## src/rtl/lattice_pkg.sv

```systemverilog
// -----------------------------------------------------------------------------
// lattice_pkg
// Shared types and constants for the lattice result path.
//   collector_state_t : collector FSM states
//   result_entry_t    : one result as it travels the chain {core, value},
//                       laid out for the default configuration (10 cores,
//                       32-bit values)
//   STALL_EXTRA       : stall headroom beyond one slot per in-flight core
// -----------------------------------------------------------------------------
package lattice_pkg;

    typedef enum logic [1:0] {
        IDLE    = 2'd0,
        COLLECT = 2'd1,
        DRAIN   = 2'd2
    } collector_state_t;

    // Two extra slots cover the registered stall flag and the feeder's
    // reaction cycle on top of the results already inside the chain.
    localparam int STALL_EXTRA = 2;

    localparam int DEF_CORE_W = 4;
    localparam int DEF_DATA_W = 32;

    typedef struct packed {
        logic [DEF_CORE_W-1:0] core;
        logic [DEF_DATA_W-1:0] value;
    } result_entry_t;

endpackage

```

## src/rtl/lattice_result_fifo.sv

```systemverilog
// -----------------------------------------------------------------------------
// lattice_result_fifo
// Synchronous first-word-fall-through FIFO over a registered array.
//   clk, rst   : clock, asynchronous active-low reset (pointers only)
//   push/wdata : write request and data
//   pop        : read request; ignored while empty
//   rdata      : head entry, valid whenever empty is low
//   full/empty : status
//   level      : number of stored entries
// A push while full is accepted only when a pop frees the slot on the same
// edge; otherwise it is dropped.
// -----------------------------------------------------------------------------
module lattice_result_fifo #(
    parameter int WIDTH = 36,
    parameter int DEPTH = 32
) (
    input  logic                     clk,
    input  logic                     rst,
    input  logic                     push,
    input  logic [WIDTH-1:0]         wdata,
    input  logic                     pop,
    output logic [WIDTH-1:0]         rdata,
    output logic                     full,
    output logic                     empty,
    output logic [$clog2(DEPTH):0]   level
);

    localparam int ADDR_W = $clog2(DEPTH);

    // One extra pointer bit: equal low bits with differing MSBs means full.
    logic [ADDR_W:0]   wptr_q, rptr_q;
    logic [WIDTH-1:0]  mem_q [DEPTH];
    logic              do_push, do_pop;

    assign empty   = (wptr_q == rptr_q);
    assign full    = (wptr_q[ADDR_W] != rptr_q[ADDR_W]) &&
                     (wptr_q[ADDR_W-1:0] == rptr_q[ADDR_W-1:0]);
    assign level   = wptr_q - rptr_q;
    assign do_pop  = pop && !empty;
    assign do_push = push && (!full || do_pop);
    assign rdata   = mem_q[rptr_q[ADDR_W-1:0]];

    // NOTE: sequential state uses non-blocking assignments so every register
    // samples pre-edge values regardless of statement order.
    always_ff @(posedge clk or negedge rst) begin
        if (!rst) begin
            wptr_q <= '0;
            rptr_q <= '0;
        end else begin
            if (do_push) wptr_q <= wptr_q + 1'b1;
            if (do_pop)  rptr_q <= rptr_q + 1'b1;
        end
    end

    // NOTE: the storage array is deliberately not reset; the pointers alone
    // define which entries are live, and a resettable array costs a flop
    // reset per bit for no functional gain.
    always_ff @(posedge clk) begin
        if (do_push) mem_q[wptr_q[ADDR_W-1:0]] <= wdata;
    end

endmodule

```

## src/rtl/lattice_result_collector.sv

```systemverilog
// -----------------------------------------------------------------------------
// lattice_result_collector
// Terminus of the lattice core chain. Buffers per-core results in a FIFO and
// hands them to the host over valid/ready, tracking a per-batch result count.
//   clk, rst              : clock, asynchronous active-low reset
//   batch_start/expected  : arm a batch with its expected result count
//   res_valid/core/value  : result stream from the chain (no back-pressure)
//   out_valid/ready/core/value/last : host-side handshake, last marks the
//                           final result of the batch
//   stall_o               : registered request for the feeder to stop
//   batch_done            : one-cycle pulse after the final host pop
//   overflow              : sticky, a result was dropped or arrived illegally
//   busy                  : a batch is in progress
// -----------------------------------------------------------------------------
module lattice_result_collector
    import lattice_pkg::*;
#(
    parameter int NUM_CORES  = 10,
    parameter int DATA_WIDTH = 32,
    parameter int DEPTH      = 32,
    parameter int COUNTBITS  = 16
) (
    input  logic                          clk,
    input  logic                          rst,
    input  logic                          batch_start,
    input  logic [COUNTBITS-1:0]          batch_expected,
    input  logic                          res_valid,
    input  logic [$clog2(NUM_CORES)-1:0]  res_core,
    input  logic [DATA_WIDTH-1:0]         res_value,
    output logic                          out_valid,
    input  logic                          out_ready,
    output logic [$clog2(NUM_CORES)-1:0]  out_core,
    output logic [DATA_WIDTH-1:0]         out_value,
    output logic                          out_last,
    output logic                          stall_o,
    output logic                          batch_done,
    output logic                          overflow,
    output logic                          busy
);

    localparam int CORE_W       = $clog2(NUM_CORES);
    localparam int ADDR_W       = $clog2(DEPTH);
    localparam int ENTRY_W      = CORE_W + DATA_WIDTH;
    localparam int STALL_MARGIN = NUM_CORES + STALL_EXTRA;
    localparam logic [ADDR_W:0] STALL_LEVEL = (ADDR_W+1)'(DEPTH - STALL_MARGIN);

    collector_state_t      state_q, state_d;
    logic [COUNTBITS-1:0]  expected_q, expected_d;
    logic [COUNTBITS-1:0]  recv_cnt_q, recv_cnt_d;
    logic [COUNTBITS-1:0]  sent_cnt_q, sent_cnt_d;
    logic                  overflow_q, overflow_d;
    logic                  batch_done_q, batch_done_d;
    logic                  stall_q, stall_d;

    logic                  push, pop, push_acc;
    logic                  fifo_full, fifo_empty;
    logic [ENTRY_W-1:0]    fifo_rdata;
    logic [ADDR_W:0]       fifo_level, level_next;

    // Results are only buffered while collecting; anything else is an error.
    assign push       = res_valid && (state_q == COLLECT);
    assign pop        = out_valid && out_ready;
    assign push_acc   = push && (!fifo_full || pop);
    assign level_next = fifo_level + (ADDR_W+1)'(push_acc) - (ADDR_W+1)'(pop);

    lattice_result_fifo #(
        .WIDTH (ENTRY_W),
        .DEPTH (DEPTH)
    ) u_fifo (
        .clk   (clk),
        .rst   (rst),
        .push  (push),
        .wdata ({res_core, res_value}),
        .pop   (pop),
        .rdata (fifo_rdata),
        .full  (fifo_full),
        .empty (fifo_empty),
        .level (fifo_level)
    );

    // NOTE: every next-state variable takes its current value first, so no
    // path through the case statement can leave one unassigned and infer a latch.
    always_comb begin
        state_d      = state_q;
        expected_d   = expected_q;
        recv_cnt_d   = recv_cnt_q;
        sent_cnt_d   = sent_cnt_q;
        overflow_d   = overflow_q;
        batch_done_d = 1'b0;
        stall_d      = (level_next >= STALL_LEVEL);

        if (pop) sent_cnt_d = sent_cnt_q + COUNTBITS'(1);

        case (state_q)
            IDLE: begin
                if (res_valid) overflow_d = 1'b1;
                if (batch_start) begin
                    expected_d = batch_expected;
                    recv_cnt_d = '0;
                    sent_cnt_d = '0;
                    if (batch_expected == '0) batch_done_d = 1'b1;
                    else                      state_d      = COLLECT;
                end
            end
            COLLECT: begin
                if (res_valid) begin
                    // A dropped result still counts so the batch terminates.
                    recv_cnt_d = recv_cnt_q + COUNTBITS'(1);
                    if (!push_acc) overflow_d = 1'b1;
                    if (recv_cnt_d == expected_q) state_d = DRAIN;
                end
            end
            DRAIN: begin
                if (res_valid) overflow_d = 1'b1;
                if (pop && sent_cnt_d == expected_q) begin
                    state_d      = IDLE;
                    batch_done_d = 1'b1;
                end
            end
            default: state_d = IDLE;
        endcase
    end

    always_ff @(posedge clk or negedge rst) begin
        if (!rst) begin
            state_q      <= IDLE;
            expected_q   <= '0;
            recv_cnt_q   <= '0;
            sent_cnt_q   <= '0;
            overflow_q   <= 1'b0;
            batch_done_q <= 1'b0;
            stall_q      <= 1'b0;
        end else begin
            state_q      <= state_d;
            expected_q   <= expected_d;
            recv_cnt_q   <= recv_cnt_d;
            sent_cnt_q   <= sent_cnt_d;
            overflow_q   <= overflow_d;
            batch_done_q <= batch_done_d;
            stall_q      <= stall_d;
        end
    end

    // Head data is masked while empty so outputs read zero after reset even
    // though the storage array itself is never cleared.
    assign out_valid  = !fifo_empty;
    assign out_core   = out_valid ? fifo_rdata[ENTRY_W-1:DATA_WIDTH] : '0;
    assign out_value  = out_valid ? fifo_rdata[DATA_WIDTH-1:0]       : '0;
    assign out_last   = out_valid && (sent_cnt_q == expected_q - COUNTBITS'(1));
    assign stall_o    = stall_q;
    assign batch_done = batch_done_q;
    assign overflow   = overflow_q;
    assign busy       = (state_q != IDLE);

endmodule

```

## config.mk

```make
export PLATFORM = sky130hd
export DESIGN_NAME = lattice_result_collector
export DESIGN_NICKNAME = d
export VERILOG_FILES = /design/src/rtl/lattice_pkg.sv /design/src/rtl/lattice_result_fifo.sv /design/src/rtl/lattice_result_collector.sv
export SDC_FILE = /design/constraint.sdc
export NUM_CORES = 1
export LEC_CHECK = 0
export ABC_CLOCK_PERIOD_IN_PS = 10800
export CORE_ASPECT_RATIO = 1.1
export CORE_MARGIN = 8
export CORE_UTILIZATION = 60
export CTS_CLUSTER_SIZE = 16
export DETAILED_ROUTE_END_ITERATION = 10
export PLACE_DENSITY = 0.89
export SLEW_MARGIN = 10
export SYNTH_ARGS = -nofsm -noshare
export SYNTH_HDL_FRONTEND = slang
export SYNTH_SLANG_ARGS = --single-unit
```

## constraint.sdc

```tcl
create_clock -name clk -period 10.8 [get_ports clk]
set_input_delay 3.24 -clock clk [delete_from_list [all_inputs] [get_ports clk]]
set_output_delay 3.24 -clock clk [all_outputs]
set_load 0.03 [all_outputs]
```

; ---- Word-level counts from Yosys, hierarchy flattened
; Memory sizes are Yosys's and may differ from the RTL's.
; Cells that the tools add are included.
[word_totals]
input_bits = 57
memories = 1
output_inout_bits = 42
word_cells = 80
ram_bits = 1152
regBits = 65
[memory_table]
columns = memory, words, word_bits, rd, rd_ports_with_merged_regs, write_ports, line_no
row1 = u_fifo.mem_q, 32, 36, 1, 0, 1, lattice_result_fifo.sv:32  ; logic [WIDTH-1:0] mem_q [DEPTH];
[classes]
add_sub_neg = 8
reduce_logical = 22
muxes = 24
magnitude_cmp = 1
eq_ne = 15
[op_table]
columns = operator, n
row1 = two-way mux 16 bit, 5
row2 = equality test 16 bit, 3
row3 = adder 16 x 1 -> 16 bit (second input constant), 2
row4 = two-way mux 32 bit, 1
row5 = one-hot mux 16 bit (2 select lines), 1
row6 = logical NOT 16 bit, 1
row7 = subtractor 16 x 1 -> 16 bit (second input constant), 1
row8 = adder 6 x 1 -> 6 bit (second input constant), 2
row9 = two-way mux 2 bit, 5
row10 = inequality test 2 bit (second input constant), 5
row11 = logical AND 1 bit, 8
row12 = two-way mux 1 bit, 8
row13 = adder 6 x 1 -> 6 bit, 1
row14 = equality test 6 bit, 1
row15 = greater-or-equal comparator 6 x 5 -> 1 bit (second input constant), 1
row16 = one-hot mux 2 bit (3 select lines), 1
row17 = nonzero test 2 bit, 3
row18 = subtractor 6 x 1 -> 6 bit, 1
row19 = subtractor 6 bit, 1
row20 = equality test 5 bit, 1
row21 = AND reduction 5 bit, 1
row22 = two-way mux 4 bit, 1
row23 = inequality test 2 x 1 -> 1 bit (second input constant), 2
row24 = one-hot mux 1 bit (2 select lines), 2
row25 = 10 further kinds, 12

; ---- Depth between registers and ports, before layout
; Gate-level depths: netlist of run 1.
[logic_depth]
ltp_word = 8
mapped_depth = 21
depth_no_buf = 18

; ---- By module
; From an unflattened synthesis of run 1, not the netlist that was laid out.
[unflattened]
cells_unflattened = 2519
area_unflattened_um2 = 48725.5
[modules_own_cells]
columns = mod, area_each_um2, cells_per_inst, instances, seq_area_each_um2
row1 = lattice_result_fifo, 44413.8, 2012, 1, 34893.5
row2 = lattice_result_collector, 4311.6, 507, 1, 1326.3

; ---- Worst setup path after synthesis of run 1
; Ideal clock, no wire load.
[synth_path]
path_type = register -> output
from = reg expected_q[2]
to = out out_last
arrival_time_ns = 3.302
stages_incl_launch_ff = 8
slack_ns = 4.258
required_time_ns = 7.560
path_buffers = 1
cell_sequence = dfrtp_1 -> buf_6 -> or4_4 -> or4_4 -> or3_4 -> or4_1 -> a221o_1 -> a2111oi_2
[synth_via]
elab_chain_cells = 3
[synth_rtl]
columns = element, line_no
row1 = from (decl), lattice_result_collector.sv:48  ; logic [COUNTBITS-1:0] expected_q, expected_d;
row2 = from (signal assigned), lattice_result_collector.sv:135  ; expected_q <= expected_d;
row3 = subtractor 16 x 1 -> 16 bit, lattice_result_collector.sv:149  ; assign out_last = out_valid && (sent_cnt_q == expected_q - COUNTBITS'(1));
row4 = equality test 16 bit, lattice_result_collector.sv:149
row5 = logical AND 1 bit, lattice_result_collector.sv:149
row6 = to (decl), lattice_result_collector.sv:34  ; output logic out_last,
; Every way passes these cells.

; ---- Worst setup path in the final report of run 1
[layout_path]
from = reg u_fifo.rptr_q[0]
to = out out_value[9]
[layout_via]
elab_chain_cells = 2
word_cells_on_any_way = 3
cone_classes = 1 x eq/ne / 1 x mux / 1 x memory
[layout_rtl]
columns = element, line_no
row1 = from (decl), lattice_result_fifo.sv:31  ; logic [ADDR_W:0] wptr_q, rptr_q;
row2 = from (signal assigned), lattice_result_fifo.sv:51  ; if (do_pop) rptr_q <= rptr_q + 1'b1;
row3 = memory (32 x 36 bit) / equality test 6 bit (equally long branches), --
row4 = two-way mux 32 bit *, lattice_result_collector.sv:148  ; assign out_value = out_valid ? fifo_rdata[DATA_WIDTH-1:0] : '0;
row5 = to (decl), lattice_result_collector.sv:33  ; output logic [DATA_WIDTH-1:0] out_value,
; Every way passes the cells marked *; elsewhere a longest branch is shown, timed or not.

==> results.yml, run 1 <==
power_and_ir_drop:
  power_per_cell_area_mw_per_mm2: 272
  cellLeakagePower_nw: 17.3
  peakVddDrop_mv: 0.230
placed_design:
  place.detailed.hpwl_mm: 69.0
  port_buffers: 98
  postPlaceCellArea_mm2: 0.0509
  gpl.final_weighted_congestion: 0.878
layout:
  drive_gt1_share_pct: 25.7
  layout.cell_area.non_filler_mm2: 0.0547
  synthToLayoutAreaGrowth_pct: 12.8
  most-common-layout-cells: "sky130_fd_sc_hd__edfxtp_1, sky130_fd_sc_hd__mux4_2, sky130_fd_sc_hd__clkbuf_16"
  final_common_cell: "sky130_fd_sc_hd__edfxtp_1"
  layout.nets: 2472
  multi_input_area_mm2: 0.0119
  fill_cells: 4498
  seqCellArea_mm2: 0.0362
timing:
  report.final.setup_viol: 0
  maxClockFrequency_ghz: 0.122
  tightestPinTransition_ns: 1.39
  setup-tns-final_ns: 0
  clock_period_minus_final_worst_setup_slack_ns: 8.21
  worst_hold_slack_ns: 0.491
  timing.clock.skew_ns: 0.0455
  timing.max_slew.rel_slack_pct: 6.76
  hold_violations: 0
  finalCritPeriodShare_pct: 76.0
  final_max_slew_viol_count: 0
  rsz0062_at_grt: "no"
global_route:
  overflow: 0
  grt.total_usage_pct: 28.9
  first_pass_grt_wire_length_mm: 188
  antenna_violations_before_repair: 10
  grt_start_max_net_pins: 107
  grt_pass1_vias: 25900
synthesis:
  synth_seq_cells: 1217
  synth_top_flop_cell: "sky130_fd_sc_hd__edfxtp_1"
  synthesis.yosys.warnings: 0
  netlist_instances: 2264
  synth_enable_flop_cells: 1152
  synth.net_count: 2342
  ys_seq_area_share_pct: 74.7
  post_synth.cell_area_avg_um2: 21.4
  synth.largest_area_cell: "sky130_fd_sc_hd__edfxtp_1"
  most_area_consuming_cells_after_synthesis: "sky130_fd_sc_hd__edfxtp_1, sky130_fd_sc_hd__mux4_2, sky130_fd_sc_hd__dfrtp_1"
  yosysTopAreaCellShare_pct: 71.4
  yosys.cell_types.count: 62
  netlist_area_mm2: 0.0485
  postSynth.asyncResetShare_pct: 5.34
clocking:
  h-tree-depth: 3
  cts_tree: "built"
  worst_skew_pair.late_latency_ns: 0.71
  post_cts_resize_count: 0
  cts_buffers: 110
  post_cts_hold_buffer_count: 0
  path_clk_slew_ns: 0.06
  clkSinkCount: 1217
  clock_path_buffers: 3
  cts-root-buf: "sky130_fd_sc_hd__clkbuf_16"
  post_cts_repair_timing_setup_buffer_count: 0
critical_path:
  critical_path_cell_by_cell: "buf_4 > mux4_2 > mux4_2 > mux2i_1 > nor2_1 > clkdlybuf4s50_1"
  cp.required_ns: 7.56
  critPathTopFamily: "buffers and inverters"
  timing.critical_path.slowest_stage_cell: "sky130_fd_sc_hd__dfrtp_4"
  critical_path.max_stage_delay_ns: 0.96
  wp_buf_inv: 2
  path_class: "register to output port"
  crit_path_start_kind: "register"
  cp_data_arrival_time_ns: 4.97
  critical_path.endpoint_type: "output port"
  critical_path.most_common_cell: "sky130_fd_sc_hd__mux4_2"
  crit_path_max_fanout: 43
routing:
  drc_markers: 0
  drtIter0Drc: 4037
  detail_route.wl_per_cell_um: 37.4
  drt_pre_antenna_iters: 6
  avgViaCountPerCell: 7.31
  antenna_violating_nets_remaining: 0
  via_count: 25800
  drt-total-wl_mm: 132
die:
  die-width_um: 287
  design.die.area_mm2: 0.0901
  io_pins: 99
  placeableCoreArea_mm2: 0.0802
  fp-row-count: 109
  die_h_um: 314
  initial_utilization_pct: 60.4
worst_hold_path:
  min_path_type: "register to register"
run_status:
  outcome: "finished, final reports clean"
job:
  count_of_maximum_capacitance_violations: 0
==> through the flow <==
step | cells | power, W | utilization (%) | worst slack, ns
floorplan | 2264 | 0.00899 | - | 4.26
global placement | 3324 | 0.0105 | 63.4 | 3.36
detailed placement | 3326 | 0.0107 | 63.5 | 2.90
CTS | 3525 | 0.0148 | 67.9 | 2.51
global route | 3535 | 0.0153 | 68.2 | 2.38
finish | 3537 | 0.0149 | 68.2 | 2.59
==> where the power goes <==
group	internal [W]	switching, W
sequential	0.00548	0.000409
combinational	0.00221	0.00276
clock	0.00223	0.00179
total	0.00992	0.00496
==> synthesized netlist by cell type, types with 5 or more instances <==
library cell	number
sky130_fd_sc_hd__a21oi_1	13
sky130_fd_sc_hd__a31oi_1	6
sky130_fd_sc_hd__and3_1	7
sky130_fd_sc_hd__buf_1	32
sky130_fd_sc_hd__clkbuf_1	93
sky130_fd_sc_hd__dfrtp_1	65
sky130_fd_sc_hd__edfxtp_1	1152
sky130_fd_sc_hd__ha_1	18
sky130_fd_sc_hd__inv_1	26
sky130_fd_sc_hd__mux2_2	15
sky130_fd_sc_hd__mux2i_1	41
sky130_fd_sc_hd__mux4_2	360
sky130_fd_sc_hd__nand2_1	46
sky130_fd_sc_hd__nand2b_1	6
sky130_fd_sc_hd__nand3_1	27
sky130_fd_sc_hd__nand3b_1	5
sky130_fd_sc_hd__nand4_1	16
sky130_fd_sc_hd__nor2_1	112
sky130_fd_sc_hd__nor3_1	7
sky130_fd_sc_hd__nor3b_1	6
sky130_fd_sc_hd__nor4_1	16
sky130_fd_sc_hd__o21ai_0	39
sky130_fd_sc_hd__o31ai_1	9
sky130_fd_sc_hd__or2_2	5
sky130_fd_sc_hd__or3_1	6
sky130_fd_sc_hd__xnor2_1	47
sky130_fd_sc_hd__xor2_1	33
==> logic make-up (layout without fill, tap and decap cells) <==
| logic type | Yosys count | after routing | synth area share, % |
|---|---|---|---|
| AO/OA/AOI/OAI | 96 | 96 | 1.27 |
| XOR/XNOR | 80 | 80 | 1.45 |
| adder cells (fa/ha/maj) | 21 | 21 | 0.589 |
| buffers and inverters | 155 | 372 | 1.23 |
| flip-flops | 1217 | 1217 | 74.7 |
| multiplexers | 416 | 416 | 17.9 |
| other | 0 | 2 | 0 |
| AND/OR/NAND/NOR | 279 | 279 | 2.80 |
==> path summary, 6_finish.rpt <==
path	start	end	slack, ns	cells past startpoint
min in group asynchronous	rst	expected_q[12]	2.71	2
worst min register to register	u_fifo.wptr_q[5]	u_fifo.wptr_q[5]	0.49	1
worst min-delay path	u_fifo.wptr_q[5]	u_fifo.wptr_q[5]	0.49	1
max in group asynchronous	rst	u_fifo.rptr_q[1]	7.43	2
worst max register to register	u_fifo.rptr_q[0]	stall_o	5.12	16
worst max-delay path	u_fifo.rptr_q[0]	out_value[9]	2.59	6
==> area by class of cell <==
class / count / area share, %
flip-flops and latches: 1217 / 66.3
inverters: 26 / 0.179
clock buffers: 142 / 5.35
diodes: 2 / 0.00916
multi-input cells: 892 / 21.8
clock inverters: 57 / 1.21
well taps: 1054 / 2.41
repair buffers: 147 / 2.78
==> state kept, by name, indices dropped and copies added, names as in the netlist <==
signal         count
sent_cnt_q        16
u_fifo.wptr_q      6
state_q            2
batch_done         1
expected_q        16
u_fifo.mem_q    1152
stall_o            1
u_fifo.rptr_q      6
recv_cnt_q        16
overflow           1
==> worst reg2reg max path, stage by stage, from the launching register on <==
cell and delay [ns]:
sky130_fd_sc_hd__dfrtp_4 0.96, sky130_fd_sc_hd__buf_12 0.52, sky130_fd_sc_hd__xor2_1 0.23, sky130_fd_sc_hd__nor4_2 0.25
sky130_fd_sc_hd__buf_4 0.69, sky130_fd_sc_hd__nor2_2 0.20, sky130_fd_sc_hd__inv_1 0.60, sky130_fd_sc_hd__fa_1 0.33
sky130_fd_sc_hd__inv_1 0.06, sky130_fd_sc_hd__fa_1 0.44, sky130_fd_sc_hd__inv_1 0.08, sky130_fd_sc_hd__ha_1 0.16
sky130_fd_sc_hd__inv_1 0.07, sky130_fd_sc_hd__fa_1 0.50, sky130_fd_sc_hd__a221oi_1 0.28, sky130_fd_sc_hd__a31oi_1 0.07
sky130_fd_sc_hd__o21ai_0 0.16
==> per-layer routing <==
metal,share of wire (%),GRT usage (%)
met1,34,37.9
met2,50,47.7
met3,12,6.70
met4,4.4,10.8
met5,0.067,0
No activity file was read; power rests on OpenSTA's default activity.
==> run 2: changes to the inputs <==
--- a/config.mk
+++ b/config.mk
@@ -5,7 +5,7 @@
 export SDC_FILE = /design/constraint.sdc
 export NUM_CORES = 1
 export LEC_CHECK = 0
-export ABC_CLOCK_PERIOD_IN_PS = 10800
+export ABC_CLOCK_PERIOD_IN_PS = 8100
 export CORE_ASPECT_RATIO = 1.1
 export CORE_MARGIN = 8
 export CORE_UTILIZATION = 60
==> constraint.sdc (replaced) <==
create_clock -name clk -period 8.1 [get_ports clk]
set_input_delay 2.43 -clock clk [delete_from_list [all_inputs] [get_ports clk]]
set_output_delay 2.43 -clock clk [all_outputs]
set_load 0.03 [all_outputs]
==> run 2 against run 1 <==
Count of clock-buffer cells in the layout shrank 3; setup slack worse by 1.6 ns; combinational power up 39%; utilization is 0.20 points higher; cell area grew 0.29%; power is 34% higher; cell count grew 1.3%; sequential share of layout area decreased by 0.19 points; routed wire length rose by 0.92%; sequential cell count stayed put; critical path depth is the same; first-iteration DRC count increased by 14%; critical endpoint is now out_value[20].
==> results.yml, run 2 (synthesis gave the netlist of run 1 again) <==
run_status:
  outcome: "finished, final reports clean"
global_route:
  antenna_violations_before_repair: 6
  overflow: 0
  grt.total_usage_pct: 29.3
  use_met3_pct: 7.05
  first_pass_grt_wire_length_mm: 191
  use_met1_pct: 41.1
  top_usage_layer: "met2"
  grt_start_max_net_pins: 70
  grt.met2_usage_pct: 46.0
  grt_pass1_vias: 25700
power_and_ir_drop:
  peakVddDrop_mv: 0.317
  cellLeakagePower_nw: 17.4
  power.total_w: 0.0199
  power_per_cell_area_mw_per_mm2: 363
critical_path:
  source_of_the_worst_register_to_register_timing_path: "u_fifo.rptr_q[1]"
  rr_endpoint: "stall_o"
  timing.critical_path.slowest_stage_cell: "sky130_fd_sc_hd__dfrtp_4"
  cp_data_arrival_time_ns: 4.66
  crit_path_start_kind: "register"
  critPathTopFamily: "multiplexers"
  crit_path_max_fanout: 40
  critical_path.endpoint_type: "output port"
  path_class: "register to output port"
  reg2reg_depth: 18
  cp.required_ns: 5.67
  wp_buf_inv: 2
  critical_path.most_common_cell: "sky130_fd_sc_hd__mux4_2"
  critical_path.max_stage_delay_ns: 1.06
  r2r_slack_ns: 2.29
  critical_path_cell_by_cell: "buf_4 > mux4_2 > mux4_2 > mux2i_1 > nor2_1 > clkdlybuf4s50_1"
worst_hold_path:
  min_path_type: "register to register"
  launch_point_of_the_worst_hold_path: "u_fifo.rptr_q[5]"
  timing.hold.worst_endpoint: "u_fifo.rptr_q[5]"
  hold_path_depth: 1
die:
  die-width_um: 287
  initial_utilization_pct: 60.4
  die_h_um: 314
  fp-row-count: 109
  io_pins: 99
  placeableCoreArea_mm2: 0.0802
  design.die.area_mm2: 0.0901
layout:
  synthToLayoutAreaGrowth_pct: 13.1
  drive_gt1_share_pct: 26.7
  layout.nets: 2509
  largest_register_ff_count: 1152
  multi_input_area_mm2: 0.0119
  final_common_cell: "sky130_fd_sc_hd__edfxtp_1"
  fill_cells: 4500
  seqCellArea_mm2: 0.0362
  most-common-layout-cells: "sky130_fd_sc_hd__edfxtp_1, sky130_fd_sc_hd__mux4_2, sky130_fd_sc_hd__clkbuf_16"
routing:
  drt_pre_antenna_iters: 8
  antenna_violating_nets_remaining: 0
  via_count: 26300
  drtIter0Drc: 4583
  detail_route.wl_per_cell_um: 37.3
  drc_markers: 0
  avgViaCountPerCell: 7.33
  drt-total-wl_mm: 134
placed_design:
  detailedPlace.worstSlack_ns: 1.76
  port_buffers: 98
  gpl.final_weighted_congestion: 0.871
  place.detailed.hpwl_mm: 74.1
clocking:
  path_clk_slew_ns: 0.06
  cts-root-buf: "sky130_fd_sc_hd__clkbuf_16"
  cts_buffers: 113
  worst_skew_pair.late_latency_ns: 0.70
  post_cts_hold_buffer_count: 0
  post_cts_repair_timing_setup_buffer_count: 0
  post_cts_resize_count: 0
  h-tree-depth: 3
  clkSinkCount: 1217
  cts_tree: "built"
  clock_path_buffers: 3
timing:
  report.final.setup_viol: 0
  tightestPinTransition_ns: 1.33
  clock_period_minus_final_worst_setup_slack_ns: 7.09
  timing.clock.skew_ns: 0.0357
  hold_violations: 0
  maxClockFrequency_ghz: 0.141
  setup_slack_ns: 1.01
  setup-tns-final_ns: 0
  finalCritPeriodShare_pct: 87.5
  timing.max_slew.rel_slack_pct: 11.0
  final_max_slew_viol_count: 0
  rsz0062_at_grt: "no"
job:
  count_of_maximum_capacitance_violations: 0
## run 2: cell types whose count changed in the layout (fill, tap and decap cells not counted), sizes merged
cell and change:
buf +34, bufinv -7, clkbuf -3, clkinv +20
diode +4, inv -2
## run 2: final cells by class
type / instances / share of cell area, %
sequential: 1217 / 66.1
tap: 1054 / 2.41
clock inverter: 68 / 1.04
multi-input combinational: 892 / 21.7
inverter: 26 / 0.178
timing repair buffer: 181 / 3.17
clock buffer: 139 / 5.38
antenna: 6 / 0.0274
## run 2: how the worst max path moves through the flow
stage / slack, ns / depth (start not counted) / end / startpoint
2_1_floorplan: 2.37 / 7 / out_last / expected_q[2]
5_1_grt: 0.92 / 6 / out_value[27] / u_fifo.rptr_q[0]
3_5_place_dp: 1.76 / 6 / out_value[20] / u_fifo.rptr_q[0]
3_3_place_gp: 1.87 / 6 / out_value[20] / u_fifo.rptr_q[0]
4_1_cts: 1.00 / 6 / out_value[27] / u_fifo.rptr_q[0]
6_report: 1.01 / 6 / out_value[20] / u_fifo.rptr_q[0]
## run 2: per-stage QoR
stage	cells	utilization [%]	instance area, um^2	hold slack (ns)
2_1_floorplan	2264	-	48500	0.460
4_1_cts	3573	68.3	54800	0.495
5_1_grt	3577	68.3	54800	0.508
6_report	3583	68.4	54800	0.497
3_3_place_gp	3364	63.9	51200	0.475
3_5_place_dp	3366	63.9	51200	0.485
## run 2: per-layer routing
metal  share of wire [%]  vias up
met1                  35    13400
met4                 3.6        8
met5               0.040        -
met3                  13      365
met2                  48     2774
li1                    -     9748
## run 2: where the power goes
part / leakage (nW) / switching, W / internal (W)
Clock: 1.71 / 0.00241 / 0.00279
Combinational: 4.49 / 0.00389 / 0.00302
Sequential: 11.2 / 0.000517 / 0.00730
Total: 17.4 / 0.00681 / 0.0131
## run 2: worst reg2reg max path, cell delays in order (launching register included)
cell and delay (ns):
sky130_fd_sc_hd__dfrtp_4 1.20, sky130_fd_sc_hd__buf_4 0.51, sky130_fd_sc_hd__xor2_1 0.14, sky130_fd_sc_hd__nor4_2 0.34, sky130_fd_sc_hd__buf_4 0.66, sky130_fd_sc_hd__nor2_2 0.20
sky130_fd_sc_hd__inv_1 0.55, sky130_fd_sc_hd__fa_1 0.29, sky130_fd_sc_hd__inv_1 0.05, sky130_fd_sc_hd__fa_1 0.44, sky130_fd_sc_hd__inv_1 0.07, sky130_fd_sc_hd__ha_1 0.15
sky130_fd_sc_hd__inv_1 0.07, sky130_fd_sc_hd__fa_1 0.45, sky130_fd_sc_hd__inv_1 0.10, sky130_fd_sc_hd__a21o_1 0.13, sky130_fd_sc_hd__a21oi_1 0.08, sky130_fd_sc_hd__xnor2_1 0.16
sky130_fd_sc_hd__o21ai_0 0.10
